## src/rtl/pwm_pkg.sv

```systemverilog
// Shared types and helpers for the PWM block.
// Duty-select encoding and threshold computation.
package pwm_pkg;

    typedef logic [1:0] sel_t;

    localparam sel_t SEL_25  = 2'b00;
    localparam sel_t SEL_50  = 2'b01;
    localparam sel_t SEL_75  = 2'b10;
    localparam sel_t SEL_100 = 2'b11;

    // Number of high clocks per period for a given select.
    function automatic int unsigned thr(
        input sel_t        sel,
        input int unsigned period
    );
        return (int'(sel) + 1) * period / 4;
    endfunction

endpackage

```

## src/rtl/pwm_if.sv

```systemverilog
// Control/output bundle of the PWM block.
// Master drives enable and duty select; slave drives the pin.
interface pwm_if;

    logic E;
    logic X;
    logic Y;
    logic Out;

    modport master (
        output E,
        output X,
        output Y,
        input  Out
    );

    modport slave (
        input  E,
        input  X,
        input  Y,
        output Out
    );

endinterface

```

## src/rtl/pwm_counter.sv

```systemverilog
// Modulo-PERIOD counter with enable and synchronous clear.
// wrap flags the last count of the period.
module pwm_counter #(
    parameter int PERIOD = 8,
    parameter int CNT_W  = 3
) (
    input  logic             clk,
    input  logic             reset,
    input  logic             en,
    input  logic             clr,
    output logic [CNT_W-1:0] cnt,
    output logic             wrap
);

    logic [CNT_W-1:0] cnt_q;
    logic [CNT_W-1:0] cnt_d;

    assign cnt  = cnt_q;
    assign wrap = (cnt_q == CNT_W'(PERIOD - 1));

    // Next count: clear wins, otherwise advance and roll over at the period end.
    always_comb begin
        cnt_d = cnt_q;
        if (clr) begin
            cnt_d = '0;
        end else if (en) begin
            cnt_d = wrap ? '0 : cnt_q + CNT_W'(1);
        end
    end

    // Counter register.
    always_ff @(posedge clk or negedge reset) begin
        if (!reset) begin
            cnt_q <= '0;
        end else begin
            cnt_q <= cnt_d;
        end
    end

endmodule

```

## src/rtl/pwm.sv

```systemverilog
// Fixed-period PWM with 2-bit duty select.
// Select is latched only at period boundaries, so no runt pulses.
module pwm
    import pwm_pkg::*;
#(
    parameter int PERIOD = 8,
    parameter int CNT_W  = 3
) (
    input  logic Clk,
    input  logic reset,
    pwm_if.slave bus
);

    logic [CNT_W-1:0] cnt;
    logic             wrap;
    logic [CNT_W:0]   thr_v;

    sel_t sel_q;
    sel_t sel_d;
    logic out_q;
    logic out_d;

    pwm_counter #(
        .PERIOD (PERIOD),
        .CNT_W  (CNT_W)
    ) u_counter (
        .clk   (Clk),
        .reset (reset),
        .en    (bus.E),
        .clr   (!bus.E),
        .cnt   (cnt),
        .wrap  (wrap)
    );

    assign bus.Out = out_q;

    // Compare the current count against the latched duty threshold.
    always_comb begin
        thr_v = (CNT_W + 1)'(thr(sel_q, PERIOD));
        sel_d = sel_q;
        out_d = 1'b0;
        if (!bus.E) begin
            sel_d = {bus.X, bus.Y};
        end else begin
            out_d = ({1'b0, cnt} < thr_v);
            if (wrap) begin
                sel_d = {bus.X, bus.Y};
            end
        end
    end

    // Select latch and registered output pin.
    always_ff @(posedge Clk or negedge reset) begin
        if (!reset) begin
            sel_q <= SEL_25;
            out_q <= 1'b0;
        end else begin
            sel_q <= sel_d;
            out_q <= out_d;
        end
    end

endmodule

```

## src/flat_wrapper.sv

```systemverilog
// flat-port wrapper written by rule: the top's interface ports become plain ports
module pwm_flat import pwm_pkg::*;
#(
    parameter int PERIOD = 8,
    parameter int CNT_W  = 3
)
  (Clk, reset, bus_E, bus_X, bus_Y, bus_Out);
  pwm_if bus_i ();
  input  logic Clk;
  input  logic reset;
  input wire logic [$bits(bus_i.E)-1:0] bus_E;
  input wire logic [$bits(bus_i.X)-1:0] bus_X;
  input wire logic [$bits(bus_i.Y)-1:0] bus_Y;
  output wire logic [$bits(bus_i.Out)-1:0] bus_Out;
  assign bus_i.E = bus_E;
  assign bus_i.X = bus_X;
  assign bus_i.Y = bus_Y;
  assign bus_Out = bus_i.Out;
  pwm #(.PERIOD(PERIOD), .CNT_W(CNT_W)) u_core (.Clk(Clk), .reset(reset), .bus(bus_i));
endmodule
```

## config.mk

```make
export PLATFORM = sky130hd
export DESIGN_NAME = pwm_flat
export DESIGN_NICKNAME = d
export VERILOG_FILES = /design/src/rtl/pwm_pkg.sv /design/src/rtl/pwm_if.sv /design/src/rtl/pwm_counter.sv /design/src/rtl/pwm.sv /design/src/flat_wrapper.sv
export SDC_FILE = /design/constraint.sdc
export NUM_CORES = 1
export LEC_CHECK = 0
export ABC_AREA = 0
export ABC_CLOCK_PERIOD_IN_PS = 4050
export BUFFER_PORTS_ARGS = -buffer_cell sky130_fd_sc_hd__buf_4
export CORE_AREA = 2 2 39 41
export DETAILED_ROUTE_END_ITERATION = 12
export DIE_AREA = 0 0 41 43
export PLACE_DENSITY = 0.46
export SKIP_CTS_REPAIR_TIMING = 1
export SYNTH_ARGS = -nofsm -noshare
export SYNTH_HDL_FRONTEND = slang
export SYNTH_SLANG_ARGS = --single-unit
```

## constraint.sdc

```tcl
create_clock -name Clk -period 4.05 [get_ports Clk]
set_input_delay 1.215 -clock Clk [delete_from_list [all_inputs] [get_ports Clk]]
set_output_delay 1.215 -clock Clk [all_outputs]
set_load 0.05 [all_outputs]
```

Yosys cells after proc, flatten, opt, wreduce, memory -nomap -nowiden

Cells that the tools add are included.

Add/subtract/negate cells: 2
Multipliers: 0
Div/mod/pow operators: 0
Magnitude comparators: 1
Equal/unequal tests: 2
Shifts and indexed selects: 0
Multiplexer cells: 5
Bitwise gates (word level): 0
Reduce and logical (&&, ||, !) cells: 0

Operators by type and width:

| operator                                              | number |
|---|---|
| 2-to-1 mux 3 bit                                      | 2 |
| < comparator 3 x 4 -> 1 bit                           | 1 |
| 2-to-1 mux 2 bit                                      | 2 |
| adder 2 x 1 -> 3 bit, second input constant           | 1 |
| adder 3 x 1 -> 3 bit, second input constant           | 1 |
| equality test 3 bit, second input constant            | 1 |
| inequality test 2 x 1 -> 1 bit, second input constant | 1 |
| 2-to-1 mux 1 bit                                      | 1 |

Register bits after elaboration: 6
Bits in latches: 0
Memory bits (writable): 0
Memory bits (read-only): 0
Input port bits: 5
Output and inout port bits: 1
Logic and storage cells: 13
Memories: 0

Logic depth before layout (Yosys ltp)

Word-level depth: 3
Mapped depth: 5
Depth with buffers taken out: 5

Cells and area by module

From an unflattened synthesis, not the netlist that was laid out.

Cell total of the unflattened synthesis: 26
Area total of the unflattened synthesis: 319.1 um^2

Modules (own cells, without submodules):

| module      | instances | cells each | area each (um^2) | sequential area each (um^2) |
|---|---|---|---|---|
| pwm         | 1         | 14         | 167.7            | 75.1 |
| pwm_counter | 1         | 12         | 151.4            | 75.1 |

Least setup slack after synthesis

No wires, ideal clock.

Path type: flip-flop to output port
Start: register u_core.out_q, in the netlist u_core.bus.Out
End: output bus_Out
Arrival: 0.586 ns
Data required time: 2.835 ns
Path slack: 2.249 ns
Cell stages (with the launch flop): 1
Buffers on the path: 0
Path through: dfrtp_1

RTL lines:

| item                     | line               | text |
|---|---|---|
| start: declaration       | pwm.sv:20          | `logic out_q;` |
| start signal: assignment | pwm.sv:59          | `out_q <= out_d;` |
| end: declaration         | flat_wrapper.sv:14 | `output wire logic [$bits(bus_i.Out)-1:0] bus_Out;` |

No word-level cell between the ends.

Final worst setup path

Start: register u_core.out_q, in the netlist u_core.bus.Out
End: output bus_Out

No word-level cell between the ends.

==> metrics.txt <==
via count=162; max cap viols=0; row count=14; Net Count, Synth=30; Starting Density=21.0%; clock sink total=6; Max Fclk=503 MHz; leading area contributor after synthesis=dfrtp_1; Die X=41 um; post-synth top area share=51.7%; Yosys Warn Count=0; CORE AREA=1380 um^2; Fill cells=143; largest family of logic cells by synthesized area=adder cells; Final Cycle Share=49.1%; status=finished, final reports clean; 1st-iter DRT viols=8; Setup TNS=0 ns; CTS max path bufs=2; critical setup path kind=flip-flop to output pin; CP startpoint kind=flip-flop; dpl ws=2.20 ns; # diodes=0; Worst EP arrival=0.78 ns; initial antenna violation count=0; final setup fails=0; Worst Path Buf+Inv=1; CP max-delay cell=dfrtp_1; final hold vios=0; root buffer cell=clkbuf_4; clk_lat worst skew=0.24 ns; min cycle time layout=1.99 ns; flops & latches, synth=6; GRT Util Overall=7.37%; most frequent cells in the layout=dfrtp_1 (6), buf_4 (5), ha_1 (4); HPWL Detailed=369 um; register area=150 um^2; Power Dens Cells=412 nW/um^2; share of post-route cells with drive strength above 1=44.8%; PortBufs=5; worst stage delay on the critical path=0.35 ns; Multi-input gate area=133 um^2; HP Class=flip-flop to flip-flop; first-pass GRT wire length=752 um; synth top area cells=dfrtp_1 (52%), ha_1 (17%), mux2_4 (10%), and2_2 (5.2%), nand2b_4 (4.7%); post-synthesis sequential area ratio=51.7%; nets@finish=40; P_leak=0.198 nW; commonest non-fill, non-tap cell in the layout=dfrtp_1; Clock H-tree levels=1; drt pass-1 iters=4; CP Cell Sequence=buf_4; post-route worst setup slack=2.06 ns; worst-path fanout max=1; Layout Area Growth over Synthesis=27.6%; DRC=0; Top delay family on crit path=flip-flops; TritonCTS clock tree=yes; simple-gate portion of the synthesized area=14.7%; Yosys cell types=9; adder-cell area share of the yosys netlist=17.2%; Final Wtd Congestion=0.672; Synth Area in Compound Gates=3.45%; Setup Skew=0.00301 ns; largest net degree at the start of global routing=7; Vias/cell=3.60; Rel. slew slack=90.4%; Avg WL per Cell=10.3 um; Critical Path RT=2.83 ns; vias in the first global route=178; RSZ-0062 raised after global routing=no; Worst-Margin Slew=0.146 ns; GRT overflow=0; I/O Pins=6; Post-Synthesis Cell Area=290 um^2; die area=1760 um^2; antenna viol nets, final=0; multiplexer share of the synthesized area=10.3%; Clock Pin Slew Worst Setup and Hold Paths=0.05 ns; Max VDD drop=0.112 mV; Pins Over Slew Limit=0; Synth Area per Inst=13.8 um^2; Detailed Route WL=462 um; CTS Buf Count=3; post-synthesis cell count=21; die height=43 um; CP Capture Type=output pin; Synth Area in XOR/XNOR=0%
[final cells by class]
| cell class | count | share of cell area, % |
|---|---|---|
| Sequential cell | 6 | 40.5 |
| Clock buffer | 3 | 6.08 |
| Inverter | 2 | 2.03 |
| Timing Repair Buffer | 5 | 10.1 |
| Tap cell | 16 | 5.41 |
| Multi-Input combinational cell | 13 | 35.8 |
[kinds of logic after synthesis]
family          Yosys count
simple gates              6
compound gates            1
flops                     6
mux                       2
fa+ha+maj                 4
buf+inv                   2
[metal layers]
metal  track usage, %  up-vias  part of all wire, %
met5                0        -                    0
met4             8.00        0                    0
met3             4.71        0                  7.8
met2             6.88        4                   43
met1             9.84       70                   49
li1                 -       88                    -
[final timing paths]
kind,startpoint,end,slack [ns],cells after the start
worst max-delay path,u_core.bus.Out,bus_Out,2.06,1
worst min-delay path,u_core.u_counter.cnt[0],u_core.u_counter.cnt[0],0.44,1
worst max register to register,u_core.sel_q[0],u_core.bus.Out,2.59,5
worst min register to register,u_core.u_counter.cnt[0],u_core.u_counter.cnt[0],0.44,1
max in group asynchronous,reset,u_core.sel_q[0],3.16,1
min in group asynchronous,reset,u_core.u_counter.cnt[2],0.77,1
[stage by stage]
| step | cell area, um^2 | power (mW) | std cells | hold WS, ns | util [%] |
|---|---|---|---|---|---|
| after CTS | 370 | 0.158 | 45 | 0.441 | 26.8 |
| after floorplan | 290 | 0.0888 | 21 | 0.408 | - |
| after global routing | 370 | 0.166 | 45 | 0.462 | 26.8 |
| after detailed placement | 348 | 0.0996 | 42 | 0.432 | 25.1 |
| final | 370 | 0.153 | 45 | 0.441 | 26.8 |
| after global placement | 348 | 0.0996 | 42 | 0.436 | 25.1 |
[synth_stat cells]
cell type / number
and2_2: 2
nor2_1: 2
mux2_4: 2
dfrtp_1: 6
ha_1: 4
nand2b_1: 1
nand2b_4: 1
inv_1: 2
o311a_1: 1
[registers in the layout (all words and copies together) (netlist names)]
| signal | count |
|---|---|
| u_core.sel_q | 2 |
| u_core.u_counter.cnt | 3 |
| u_core.bus.Out | 1 |
[power by group]
part / switching [mW] / internal [mW] / total, mW
clock network: 0.0209 / 0.0335 / 0.0544
registers: 0.00342 / 0.0661 / 0.0695
logic: 0.0146 / 0.0141 / 0.0287
total: 0.0389 / 0.114 / 0.153
Note: power is estimated with default switching activity, not from simulation.
